[src/rtl/lb_stream_sched.sv]
// ----------------------------------------------------------------------------
// lb_stream_sched
//   Scheduler for a circular NBANK-bank BRAM line buffer that feeds a
//   (NBANK-1)-row window datapath. It takes a raster pixel stream over
//   valid/ready and produces the bank write strobes and addresses, the shared
//   read strobe and address, and the bank select for the oldest row. A
//   one-entry output slot models the BRAM read latency and lets the
//   downstream stage stall the whole pipeline.
//
// Ports
//   clk, rst_n        clock (rising edge), asynchronous active-low reset
//   i_start           frame start pulse, honoured only in IDLE
//   i_in_valid        source pixel valid
//   o_in_ready        pixel accepted this cycle when i_in_valid is high
//   o_wr_en           write strobe to bank o_wr_bank at column o_wr_addr
//   o_wr_bank         bank being written
//   o_wr_addr         write column address
//   o_rd_en           read strobe to all banks except o_wr_bank
//   o_rd_addr         read column address
//   o_out_valid       window column valid at BRAM outputs
//   i_out_ready       downstream accepts the window column
//   o_out_top_bank    bank holding the oldest row of the presented column
//   o_busy            high in every state except IDLE
//   o_done            one-cycle pulse at frame end
//   o_row_cnt         rows fully written in the current frame
//
// State table
//   state    | meaning
//   S_IDLE   | waiting for i_start, no transfers
//   S_FILL   | writing the first NBANK-1 rows, no reads
//   S_STREAM | each accepted pixel is written and its column window read
//   S_DRAIN  | no writes, one more row of window columns is read out
//   S_DONE   | one-cycle done pulse, counters cleared on exit
// ----------------------------------------------------------------------------
module lb_stream_sched #(
    parameter int IMG_W = 512,
    parameter int IMG_H = 512,
    parameter int NBANK = 4,
    parameter int AW    = 9,
    parameter int BW    = 2,
    parameter int RW    = 9
) (
    input  logic          clk,
    input  logic          rst_n,
    input  logic          i_start,
    input  logic          i_in_valid,
    output logic          o_in_ready,
    output logic          o_wr_en,
    output logic [BW-1:0] o_wr_bank,
    output logic [AW-1:0] o_wr_addr,
    output logic          o_rd_en,
    output logic [AW-1:0] o_rd_addr,
    output logic          o_out_valid,
    input  logic          i_out_ready,
    output logic [BW-1:0] o_out_top_bank,
    output logic          o_busy,
    output logic          o_done,
    output logic [RW-1:0] o_row_cnt
);

    typedef enum logic [2:0] {
        S_IDLE,
        S_FILL,
        S_STREAM,
        S_DRAIN,
        S_DONE
    } state_t;

    localparam logic [AW-1:0] COL_LAST      = AW'(IMG_W - 1);
    localparam logic [RW-1:0] ROW_LAST      = RW'(IMG_H - 1);
    localparam logic [RW-1:0] FILL_ROW_LAST = RW'(NBANK - 2);

    state_t        r_state;
    logic [AW-1:0] r_col;
    logic [RW-1:0] r_row;
    logic [BW-1:0] r_wr_bank;
    logic [BW-1:0] r_rd_top_bank;
    logic [BW-1:0] r_out_top_bank;
    logic          r_out_valid;
    logic          r_reads_left;

    logic          w_slot_free;
    logic          w_in_ready;
    logic          w_wr_en;
    logic          w_rd_en;
    logic          w_col_last;

    // The output slot can take a new read when it is empty or being drained.
    assign w_slot_free = !r_out_valid || i_out_ready;
    assign w_col_last  = (r_col == COL_LAST);

    always_comb begin
        w_in_ready = 1'b0;
        case (r_state)
            S_FILL:   w_in_ready = 1'b1;
            S_STREAM: w_in_ready = w_slot_free;
            default:  w_in_ready = 1'b0;
        endcase
    end

    assign w_wr_en = i_in_valid && w_in_ready;

    // In STREAM the read of the previous rows is tied to the write of the
    // current pixel; in DRAIN reads run on their own until the last column.
    assign w_rd_en = ((r_state == S_STREAM) && w_wr_en) ||
                     ((r_state == S_DRAIN) && w_slot_free && r_reads_left);

    always_ff @(posedge clk or negedge rst_n) begin
        if (!rst_n) begin
            r_state        <= S_IDLE;
            r_col          <= '0;
            r_row          <= '0;
            r_wr_bank      <= '0;
            r_rd_top_bank  <= '0;
            r_out_top_bank <= '0;
            r_out_valid    <= 1'b0;
            r_reads_left   <= 1'b0;
        end else begin
            if (w_rd_en) begin
                r_out_valid    <= 1'b1;
                r_out_top_bank <= r_rd_top_bank;
            end else if (r_out_valid && i_out_ready) begin
                r_out_valid <= 1'b0;
            end

            case (r_state)
                S_IDLE: begin
                    if (i_start) begin
                        r_state <= S_FILL;
                    end
                end

                S_FILL: begin
                    if (w_wr_en) begin
                        if (w_col_last) begin
                            r_col     <= '0;
                            r_wr_bank <= r_wr_bank + BW'(1);
                            r_row     <= r_row + RW'(1);
                            if (r_row == FILL_ROW_LAST) begin
                                r_state       <= S_STREAM;
                                r_rd_top_bank <= '0;
                            end
                        end else begin
                            r_col <= r_col + AW'(1);
                        end
                    end
                end

                S_STREAM: begin
                    if (w_wr_en) begin
                        if (w_col_last) begin
                            r_col         <= '0;
                            r_wr_bank     <= r_wr_bank + BW'(1);
                            r_rd_top_bank <= r_rd_top_bank + BW'(1);
                            r_row         <= r_row + RW'(1);
                            if (r_row == ROW_LAST) begin
                                r_state      <= S_DRAIN;
                                r_reads_left <= 1'b1;
                            end
                        end else begin
                            r_col <= r_col + AW'(1);
                        end
                    end
                end

                S_DRAIN: begin
                    if (w_rd_en) begin
                        if (w_col_last) begin
                            r_col        <= '0;
                            r_reads_left <= 1'b0;
                        end else begin
                            r_col <= r_col + AW'(1);
                        end
                    end
                    // Leave only once the final window column has been taken.
                    if (!r_reads_left && !r_out_valid) begin
                        r_state <= S_DONE;
                    end
                end

                S_DONE: begin
                    r_state        <= S_IDLE;
                    r_col          <= '0;
                    r_row          <= '0;
                    r_wr_bank      <= '0;
                    r_rd_top_bank  <= '0;
                    r_out_top_bank <= '0;
                end

                default: r_state <= S_IDLE;
            endcase
        end
    end

    assign o_in_ready     = w_in_ready;
    assign o_wr_en        = w_wr_en;
    assign o_wr_bank      = r_wr_bank;
    assign o_wr_addr      = r_col;
    assign o_rd_en        = w_rd_en;
    assign o_rd_addr      = r_col;
    assign o_out_valid    = r_out_valid;
    assign o_out_top_bank = r_out_top_bank;
    assign o_busy         = (r_state != S_IDLE);
    assign o_done         = (r_state == S_DONE);
    assign o_row_cnt      = r_row;

endmodule

[config.mk]
export PLATFORM = sky130hd
export DESIGN_NAME = lb_stream_sched
export DESIGN_NICKNAME = d
export VERILOG_FILES = /design/src/rtl/lb_stream_sched.sv
export SDC_FILE = /design/constraint.sdc
export NUM_CORES = 1
export LEC_CHECK = 0
export CAP_MARGIN = 25
export CORE_MARGIN = 5
export CORE_UTILIZATION = 31
export CTS_CLUSTER_DIAMETER = 200
export DETAILED_ROUTE_END_ITERATION = 7
export PLACE_DENSITY = 0.65
export SYNTH_ARGS = -nofsm -noshare
export SYNTH_HDL_FRONTEND = slang
export SYNTH_SLANG_ARGS = --single-unit
[constraint.sdc]
create_clock -name clk -period 2.6 [get_ports clk]
set_input_delay 0.39 -clock clk [delete_from_list [all_inputs] [get_ports clk]]
set_output_delay 0.39 -clock clk [all_outputs]
set_load 0.03 [all_outputs]
# Yosys cells after proc, flatten, opt, wreduce, memory -nomap -nowiden
# Index checks and enable logic that the tools add are counted.
# totals
reg_bits	29
word_cells	91
# classes
n_reduce_logical	24
addsub	4
muxes	36
n_eq_ne	19
# ops
cell	n
2-to-1 mux 9 bit	5
case mux 9 bit (3 select lines)	1
2-to-1 mux 3 bit	8
adder 9 x 1 -> 9 bit (second input constant)	2
== test 9 bit (second input constant)	2
2-to-1 mux 2 bit	9
case mux 9 bit (2 select lines)	1
inequality test 2 bit (second input constant)	8
case mux 3 bit (4 select lines)	1
AND reduction 6 bit	2
== test 9 x 2 -> 1 bit (second input constant)	1
nonzero test 3 bit	3
inequality test 2 x 1 -> 1 bit (second input constant)	4
AND reduction 8 bit	1
nonzero test 2 bit	4
2-to-1 mux 1 bit	7
== test 3 x 2 -> 1 bit (second input constant)	2
logical AND 1 bit	6
case mux 2 bit (3 select lines)	1
AND reduction 3 bit	2
adder 2 x 1 -> 2 bit (second input constant)	2
case mux 1 bit (2 select lines)	2
case mux 2 bit (2 select lines)	1
== test 3 x 1 -> 1 bit (second input constant)	1
5 further kinds	7

# Depth between registers and ports, before layout
# Gate-level depths: netlist (run 1).
# depth
word_depth	8
ltp_mapped	10
ltp_nobuf	9

# Worst setup path after synthesis (run 1)
# OpenSTA, ideal clock, no wires.
# synth_timing
path_type	reg-to-reg
start	reg r_col[0] (netlist: o_rd_addr[0])
end	reg r_rd_top_bank[0]
path_stages_with_launch	10
t_arrival_ns	2.712
t_required_ns	2.475
synth_period_minus_slack_ns	2.837
path_slack_ns	-0.237
path_cell_list	dfrtp_1 ha_1 and3_1 and3_1 and3_1 ha_1 nor4bb_1 a211oi_2 or4_4 mux2_4
# synth_between
elab_chain_len	3
word_cells_on_any_way	4
# synth_lines
item	line	source
start, declared	74	logic [AW-1:0] r_col;
start signal, assigned	144	r_col <= r_col + AW'(1);
start signal, assigned	161	r_col <= r_col + AW'(1);
start signal, assigned	172	r_col <= r_col + AW'(1);
== test 9 bit *	90	assign w_col_last = (r_col == COL_LAST);
inequality test 2 bit (no line)	n/a	
AND reduction 6 bit (no line) *	n/a	
end signal, assigned	154	r_rd_top_bank <= r_rd_top_bank + BW'(1);
end, declared	77	logic [BW-1:0] r_rd_top_bank;
# Mark *: on every way between the ends. The rest lies on a longest branch, timed or not.
# A chain may end at the register's enable or synchronous reset.

# Final worst setup path (run 1)
# Ends and elaborated chain as after synthesis.

==> summary.txt, run 1 <==
Post-DP HPWL -> 3.27 mm
Ant. Diodes -> 0
Top cell family by delay on the critical path -> simple AND/OR/NAND/NOR gates
Fmax -> 0.392 GHz
Drt initial violations -> 118
Clock root buffer master -> clkbuf_8
Core footprint -> 5850 um2
Area growth, synth to finish -> 41.0%
Die area -> 7560 um2
CP max stage delay -> 0.46 ns
Via count -> 1631
Tot GR Track Use -> 12.5%
CTS buffer count -> 5
Mean Syn Cell Area -> 9.82 um2
Largest net degree at the start of global routing -> 30
Global-route wire length before repair -> 7.42 mm
Worst skew pair latency -> 0.28 ns
Commonest non-fill, non-tap cells in the layout -> 39 x clkdlybuf4s50_1, 27 x dfrtp_1, 21 x buf_4
Mapped cell area -> 1840 um2
Nets -> 246
Max-cap violations -> 0
Max Buffers Root-to-Sink -> 2
DRC viols -> 0
Status -> finished clean
Die Wd -> 87.0 um
Routability Congestion -> 0.858
Multi-input logic area -> 1040 um2
Total routed wirelength -> 4.56 mm
Clk slew on worst S/H paths -> 0.07 ns
Final Worst Setup Slack -> 0.0464 ns
PD cells -> 1170 nW/um2
Final count of negative-setup-slack endpoints -> 0
Slew @ Worst Pin -> 0.675 ns
Cells after Synth -> 187
Row count -> 28
Critical path class -> reg -> reg
Post-synth EDFFs -> 0
CP cell instances -> ha_4, and3_4, and3_4, and3_4, ha_4, nor4bb_4, a211oi_2, or4_4, mux2_4
Register area share after synthesis -> 39.5%
RSZ-0062 raised after global routing -> true
Count of pins over their slew limit -> 0
CTS tree -> done
CP max FO -> 6
WL/cell -> 14.6 um
H-tree depth -> 2
Pre-CTS setup slack -> 0.0111 ns
Vias in the first global route -> 1488
I/O pin count -> 42
Hold slack -> 0.495 ns
Layout cells sized above 1 -> 23.6%
Most common cell after layout, fill and taps aside -> clkdlybuf4s50_1
Relative slew slack -> 54.7%
Peak VDD IR -> 459 uV
Async S/R FF share, synth -> 100%
YS warnings -> 0
Max Clock Skew -> 0.00527 ns
Crit path DAT -> 2.72 ns
Critical path's slowest cell -> or4_4
Critical Path RT -> 2.77 ns
Setup TNS Final -> 0 ns
Synth Register Bits -> 29
Filler cells -> 543
GR Overflow Total -> 0
Synth Flop Type -> dfrtp_1
DR vias/cell -> 5.23
Leak -> 1.02 nW
Initial DRT Pass Iterations -> 4
CTS Hold Bufs -> 0
Final hold viol count -> 0
Die Ht -> 87.0 um
# clock sinks -> 29
HP Class -> in -> async
Final min period -> 2.55 ns
Count of buffer and inverter cells on the critical path -> 0
Reg area -> 728 um2
I/O Buffers -> 41
Most used cell, CP -> and3_4
Fin crit share -> 98.2%
Pwr Total -> 0.00303 W
Critical Path Start Type -> flop
Synth cell types -> 48
Final ANT Viol Nets -> 0
Final Core Density -> 44.3%
Initial core utilization -> 31.4%
CP endpoint kind -> flop
Initial antenna violation count -> 0
Syn_nets -> 197
[cells in the mapped netlist, types with 2 or more instances]
master      n  share of area (%)
a32o_1      3                1.6
and3_1      4                1.4
and4_1      2               0.95
buf_2       4                1.1
buf_4       9                3.7
buf_6       2                1.2
clkbuf_1    3               0.61
dfrtp_1    29                 40
ha_1        5                3.4
inv_1       7                1.4
mux2_2      3                1.8
mux2i_1    11                6.0
nand2_1    14                2.9
nand2b_1   14                4.8
nand3_1     5                1.4
nand3b_1    2               0.82
nor2_1      7                1.4
nor3_1      6                1.6
nor4_1      8                2.7
nor4b_1     3                1.4
o211ai_1    3                1.2
o21ai_0     5                1.4
o22ai_1     6                2.0
o2bb2ai_1   4                1.9
o31ai_1     2               0.82
o41ai_1     2               0.95
or2_2       2               0.68
or3_1       2               0.68
[cell families (layout without fill, tap and decap cells)]
logic type	count (synthesis)	after routing	share of synthesized area [%]
AOI/OAI and AO/OA	34	34	14.1
DFF	29	29	39.5
buffers and inverters	26	76	8.92
and+or+nand+nor	77	77	24.2
adders and majority gates	5	5	3.41
muxes	16	16	9.88
[final timing paths]
path,cells past startpoint,slack [ns],to,startpoint
min in group clk,2,0.55,o_wr_bank[1],o_wr_bank[1]
worst max register to register,9,0.05,r_rd_top_bank[0],o_rd_addr[0]
worst max-delay path,9,0.05,r_rd_top_bank[0],o_rd_addr[0]
worst min-delay path,2,0.50,o_row_cnt[2],rst_n
max in group asynchronous,2,1.79,o_rd_addr[1],rst_n
worst min register to register,2,0.55,o_wr_bank[1],o_wr_bank[1]
[power breakdown]
part | internal [W] | switching [W] | total, W
registers | 0.000615 | 0.000182 | 0.000797
clock network | 0.000380 | 0.000173 | 0.000553
logic | 0.000745 | 0.000933 | 0.00168
total | 0.00174 | 0.00129 | 0.00303
[sequential cells by signal, indices dropped and copies added, names as in the netlist]
| signal | count |
|---|---|
| o_rd_addr | 9 |
| o_row_cnt | 9 |
| r_state | 3 |
| o_out_top_bank | 2 |
| o_wr_bank | 2 |
| r_rd_top_bank | 2 |
| o_out_valid | 1 |
| r_reads_left | 1 |
[per-layer routing]
| metal | vias to the layer above | track usage (%) | wire, um |
|---|---|---|---|
| met5 | - | 0 | 0 |
| met4 | 0 | 5.38 | 60 |
| met3 | 6 | 3.60 | 278 |
| met2 | 48 | 17.9 | 2120 |
| met1 | 789 | 17.3 | 2100 |
| li1 | 788 | - | - |
[cell type report]
| class | instances | area share [%] |
|---|---|---|
| Multi-Input combinational cell | 132 | 40.3 |
| Tap cell | 75 | 3.62 |
| Clock buffer | 5 | 2.66 |
| Sequential cell | 29 | 28.1 |
| Clock inverter | 3 | 2.51 |
| Timing Repair Buffer | 60 | 21.2 |
| Inverter | 8 | 1.64 |
[metrics by stage]
step                      instance area [um2]  cells
after floorplan                          1880    187
after CTS                                2530    310
after detailed placement                 2390    302
final                                    2590    312
after global routing                     2590    312
after global placement                   2390    302
[timing repair]
item	4_1_cts	5_1_grt
gates resized for setup	1	8
endpoints found under the setup margin	1	13
setup buffers	0	2
gates cloned	0	0
Power figures use the tool's default switching activity.
==> inputs of run 2 (changes only) <==
HOLD_SLACK_MARGIN = 0.15   (was not set)
PLACE_DENSITY = 0.66   (was 0.65)
clock period = 3.3 ns   (was 2.6 ns; I/O delays follow)
==> run 2 against run 1 <==
  * Critical path depth is the same
  * Sequential share of layout area up 2.9 points
  * Worst hold slack better by 0.043 ns
  * Via count fell by 4.4%
  * Sequential cell count did not move
  * Wire length down 5.8%
  * Clock power shrank 46%
  * Design area down 9.6%
  * Critical endpoint unchanged
  * Largest cell class unchanged
  * Highest routed layer unchanged
==> summary.txt, run 2 (same netlist as run 1, synthesis figures left out) <==
# clock sinks -> 29 (unchanged)
Die Wd -> 87.0 um (unchanged)
CTS buffer count -> 5 (unchanged)
Leak -> 0.931 nW (-8.7%)
Met1 usage -> 16.3% (-0.99 points)
I/O pin count -> 42 (unchanged)
Die Ht -> 87.0 um (unchanged)
Drt initial violations -> 155 (+31%)
HP Class -> reg -> reg
Fmax -> 0.349 GHz (-11%)
Peak VDD IR -> 398 uV (-13%)
Filler cells -> 570 (+5.0%)
Post-CTS Setup Bufs -> 0 (unchanged)
Most common cell after layout, fill and taps aside -> clkdlybuf4s50_1
Crit path DAT -> 3.04 ns (+0.32 ns)
CP endpoint kind -> flop
Row count -> 28 (unchanged)
Layout cells sized above 1 -> 11.7% (-12 points)
Max-cap violations -> 0 (unchanged)
End of the critical path -> r_rd_top_bank[0]
Post-DP HPWL -> 3.08 mm (-5.8%)
Count of pins over their slew limit -> 0 (unchanged)
Max Buffers Root-to-Sink -> 2 (unchanged)
Relative slew slack -> 54.2% (-0.54 points)
Final hold viol count -> 0 (unchanged)
Met3 usage -> 2.65% (-0.95 points)
Initial DRT Pass Iterations -> 4 (unchanged)
Fin crit share -> 86.9% (-11 points)
Placed Cells -> 290 (-4.0%)
DR vias/cell -> 5.23 (about the same)
Reg area -> 726 um2 (-0.34%)
Final min period -> 2.87 ns (+0.315 ns)
Setup TNS Final -> 0 ns (unchanged)
Clock root buffer master -> clkbuf_8
Vias in the first global route -> 1454 (-2.3%)
Reg2reg path depth -> 9 (unchanged)
Initial antenna violation count -> 0 (unchanged)
Area growth, synth to finish -> 27.5%
Critical R2R Launch -> o_rd_addr[0]
I/O Buffers -> 41 (unchanged)
Multi-input logic area -> 947 um2 (-9.2%)
Critical Path Start Type -> flop
Worst skew pair latency -> 0.29 ns (about the same)
GR Overflow Total -> 0 (unchanged)
Largest net degree at the start of global routing -> 30 (unchanged)
Commonest non-fill, non-tap cells in the layout -> 40 x clkdlybuf4s50_1, 29 x dfrtp_1, 14 x nand2b_1, 14 x nand2_1, 11 x mux2i_1
Max Clock Skew -> 0.00911 ns (+0.00384 ns)
Clk slew on worst S/H paths -> 0.07 ns (about the same)
PD cells -> 898 nW/um2 (-23%)
Initial core utilization -> 31.4% (unchanged)
WL/cell -> 14.4 um (-1.4%)
Critical path class -> reg -> reg
Most used routing layer -> met2
CTS tree -> done
Core footprint -> 5850 um2 (unchanged)
Routability Congestion -> 0.765 (-11%)
Slew @ Worst Pin -> 0.683 ns (+0.00803 ns)
Nets -> 232 (-5.7%)
Via count -> 1559 (-4.4%)
Register-to-register setup slack -> 0.43 ns (+0.38 ns)
Final cell count without fillers -> 298 (-4.5%)
H-tree depth -> 2 (unchanged)
Ant. Diodes -> 0 (unchanged)
CP startpoint -> o_rd_addr[0]
Final count of negative-setup-slack endpoints -> 0 (unchanged)
DRC viols -> 0 (unchanged)
Status -> finished clean
Final ANT Viol Nets -> 0 (unchanged)
Worst R2R End -> r_rd_top_bank[0]
Total routed wirelength -> 4.30 mm (-5.8%)
CP max FO -> 7 (+1)
RSZ-0062 raised after global routing -> false
Pwr Total -> 0.00210 W (-31%)
CTS Hold Bufs -> 0 (unchanged)
Post-CTS resize count -> 0 (-1)
Met2 GRT Util -> 18.8% (+0.83 points)
Global-route wire length before repair -> 7.32 mm (-1.4%)
Tot GR Track Use -> 12.2% (-0.28 points)
Critical Path RT -> 3.47 ns (+0.70 ns)
Die area -> 7560 um2 (unchanged)
run 2: cell types whose count changed in the layout (fill, tap and decap cells not counted), moves of 3 or more:
cell    change
nor4_2      -5
and3_1      +3
and3_4      -3
nor4_1      +5
buf_4      -15
run 2: routing by layer:
metal | part of all wire [%] | routed length, um | vias to the layer above
li1 | - | - | 762
met1 | 46 | 2000 | 758
met2 | 47 | 2010 | 34
met3 | 4.6 | 197 | 5
met4 | 2.2 | 94 | 0
met5 | 0 | 0 | -
run 2: layout make-up:
class | count | share of cell area (%)
Timing Repair Buffer | 46 | 19.0
Clock inverter | 3 | 0.748
Inverter | 8 | 1.82
Sequential cell | 29 | 31.0
Multi-Input combinational cell | 132 | 40.5
Clock buffer | 5 | 2.94
Tap cell | 75 | 4.01
run 2: worst min-delay path by stage:
| stage | startpoint | slack (ns) | cells past startpoint | to |
|---|---|---|---|---|
| after global routing | o_wr_bank[1] | 0.56 | 2 | o_wr_bank[1] |
| final | o_out_top_bank[1] | 0.54 | 2 | o_out_top_bank[1] |
| after floorplan | rst_n | 0.20 | 0 | o_out_top_bank[0] |
| after CTS | o_rd_addr[0] | 0.55 | 1 | o_rd_addr[0] |
| after detailed placement | o_wr_bank[1] | 0.53 | 2 | o_wr_bank[1] |
| after global placement | o_out_top_bank[1] | 0.52 | 2 | o_out_top_bank[1] |
run 2: worst max-delay path, cell delays in order (launching register included):
cell,delay [ns]
dfrtp_1,0.42
ha_1,0.21
and3_1,0.21
and3_1,0.21
and3_1,0.16
ha_1,0.29
nor4bb_1,0.38
a211oi_2,0.12
or4_4,0.45
mux2_4,0.30
run 2: stage by stage:
step / utilization (%) / hold slack [ns] / setup slack, ns / instance area (um2)
detailed placement: 38.5 / 0.533 / 0.462 / 2250
finish: 40.0 / 0.538 / 0.431 / 2340
floorplan: - / 0.199 / 0.463 / 1840
global route: 40.0 / 0.564 / 0.176 / 2340
global placement: 38.5 / 0.520 / 0.516 / 2250
CTS: 40.0 / 0.552 / 0.435 / 2340
run 2: report_power, final:
group / switching (W) / total, W / internal, W
logic: 0.000645 / 0.00114 / 0.000498
clock network: 0.000151 / 0.000296 / 0.000145
registers: 0.000182 / 0.000663 / 0.000481
==> inputs of run 3 (changes only) <==
CORE_ASPECT_RATIO = 0.8   (was not set)
==> run 3 against run 2 <==
  * Critical path depth is the same
  * Worst setup slack got worse by 0.016 ns
  * Clock skew fell by 0.0020 ns
  * Register-to-register slack worse by 0.02 ns
  * Global-route usage is 0.33 points higher
  * Wire length up 1.4%
  * Clock power up 32%
  * Fmax fell by 0.55%
  * Critical path type unchanged
  * Critical endpoint unchanged
  * Largest cell class unchanged
==> summary.txt, run 3 (same netlist as run 1, synthesis figures left out) <==
Status -> finished clean
H-tree depth -> 2 (unchanged)
Crit path DAT -> 3.05 ns (about the same)
Register-to-register setup slack -> 0.42 ns (-0.02 ns)
CTS tree -> done
CP max stage delay -> 0.45 ns (about the same)
Post-DP HPWL -> 3.13 mm (+1.6%)
RSZ-0062 raised after global routing -> false
WL/cell -> 14.3 um (-0.56%)
Layout cells sized above 1 -> 11.2% (-0.45 points)
Vias in the first global route -> 1445 (-0.62%)
CP endpoint kind -> flop
Die area -> 7570 um2 (+0.12%)
Top cell family by delay on the critical path -> simple AND/OR/NAND/NOR gates
Most common cell after layout, fill and taps aside -> clkdlybuf4s50_1
Count of buffer and inverter cells on the critical path -> 0 (unchanged)
Post-CTS resize count -> 0 (unchanged)
Initial antenna violation count -> 0 (unchanged)
Clock root buffer master -> clkbuf_8
# clock sinks -> 29 (unchanged)
Setup TNS Final -> 0 ns (unchanged)
DRC viols -> 0 (unchanged)
Final Worst Setup Slack -> 0.415 ns (-0.0159 ns)
Final count of negative-setup-slack endpoints -> 0 (unchanged)
PD cells -> 922 nW/um2 (+2.7%)
Ant. Diodes -> 0 (unchanged)
Max-cap violations -> 0 (unchanged)
Die Wd -> 96.1 um (+10%)
Final Core Density -> 40.9% (+0.87 points)
I/O pin count -> 42 (unchanged)
Max Clock Skew -> 0.00709 ns (-0.00203 ns)
HP Class -> reg -> reg
Final min period -> 2.88 ns (+0.0159 ns)
Critical Path RT -> 3.46 ns (about the same)
Most used cell, CP -> and3_1
Row count -> 25 (-11%)
Drt initial violations -> 44 (-72%)
Global-route wire length before repair -> 7.33 mm (about the same)
Post-CTS Setup Bufs -> 0 (unchanged)
GR Overflow Total -> 0 (unchanged)
I/O Buffers -> 41 (unchanged)
Initial core utilization -> 31.6% (+0.18 points)
Fin crit share -> 87.4% (+0.48 points)
Critical path class -> reg -> reg
Via count -> 1546 (-0.83%)
Final ANT Viol Nets -> 0 (unchanged)
Die Ht -> 78.8 um (-9.3%)
Slew @ Worst Pin -> 0.612 ns (-0.0716 ns)
Area growth, synth to finish -> 29.5%
Largest net degree at the start of global routing -> 30 (unchanged)
CTS buffer count -> 5 (unchanged)
Total routed wirelength -> 4.36 mm (+1.4%)
CP cell instances -> ha_1, and3_1, and3_1, and3_1, ha_1, nor4bb_1, a211oi_2, or4_4, mux2_4
DR vias/cell -> 5.09 (-2.8%)
Leak -> 0.946 nW (+1.6%)
Tot GR Track Use -> 12.5% (+0.33 points)
Worst skew pair latency -> 0.28 ns (about the same)
CTS Hold Bufs -> 0 (unchanged)
Pre-CTS setup slack -> 0.468 ns (+0.00598 ns)
CP max FO -> 7 (unchanged)
Max Buffers Root-to-Sink -> 2 (unchanged)
Clk slew on worst S/H paths -> 0.07 ns (about the same)
Fmax -> 0.347 GHz (-0.55%)
Count of pins over their slew limit -> 0 (unchanged)
Routability Congestion -> 0.848 (+11%)
Critical path's slowest cell -> or4_4
Critical Path Start Type -> flop
Final hold viol count -> 0 (unchanged)
Peak VDD IR -> 386 uV (-3.1%)
Commonest non-fill, non-tap cells in the layout -> 40 x clkdlybuf4s50_1, 29 x dfrtp_1, 14 x nand2b_1, 14 x nand2_1, 11 x mux2i_1
Initial DRT Pass Iterations -> 4 (unchanged)
Nets -> 232 (unchanged)
Core footprint -> 5820 um2 (-0.56%)
Relative slew slack -> 59.0% (+4.8 points)
-- run 3: final timing paths --
| check | startpoint | end | depth (start not counted) |
|---|---|---|---|
| worst min register to register | o_out_top_bank[0] | o_out_top_bank[0] | 2 |
| worst min-delay path | o_out_top_bank[0] | o_out_top_bank[0] | 2 |
| worst max register to register | o_rd_addr[0] | r_rd_top_bank[0] | 9 |
| worst max-delay path | o_rd_addr[0] | r_rd_top_bank[0] | 9 |
| min in group asynchronous | rst_n | o_rd_addr[2] | 2 |
| max in group asynchronous | rst_n | o_wr_bank[0] | 2 |
-- run 3: routing by layer --
metal	wire length, um	share of wire [%]	vias up	global-route usage, %
li1	-	-	761	-
met1	2150	49	719	19.1
met2	1780	41	61	16.1
met3	372	8.5	5	3.79
met4	48	1.1	0	4.97
met5	0	0	-	0
-- run 3: through the flow --
stage          power (W)  hold WS [ns]  cell area, um2  cells
6_report         0.00219         0.531            2380    304
5_1_grt          0.00235         0.575            2380    304
4_1_cts          0.00222         0.545            2380    304
3_5_place_dp     0.00182         0.524            2260    296
3_3_place_gp     0.00181         0.516            2260    296
2_1_floorplan    0.00142         0.199            1840    187
-- run 3: where the power goes --
part           leakage [nW]  total [W]  internal (W)  switching, W
sequential            0.356   0.000659      0.000481      0.000178
clock                0.0585   0.000390      0.000246      0.000144
combinational         0.531    0.00114      0.000497      0.000647
-- run 3: tightest hold or removal path, delay by kind of cell (launching register included) --
| family | cells | cell delay (ns) |
|---|---|---|
| mux | 1 | 0.07 |
| simple gates | 1 | 0.08 |
| flops | 1 | 0.34 |
-- run 3: layout make-up --
cell class	count	area [um2]
clock buffer	7	86.3
multi-input combinational	132	947
timing repair buffer	46	445
fill	586	3440
tap	81	101
sequential	29	726
inverter	8	42.5
clock inverter	1	30.0
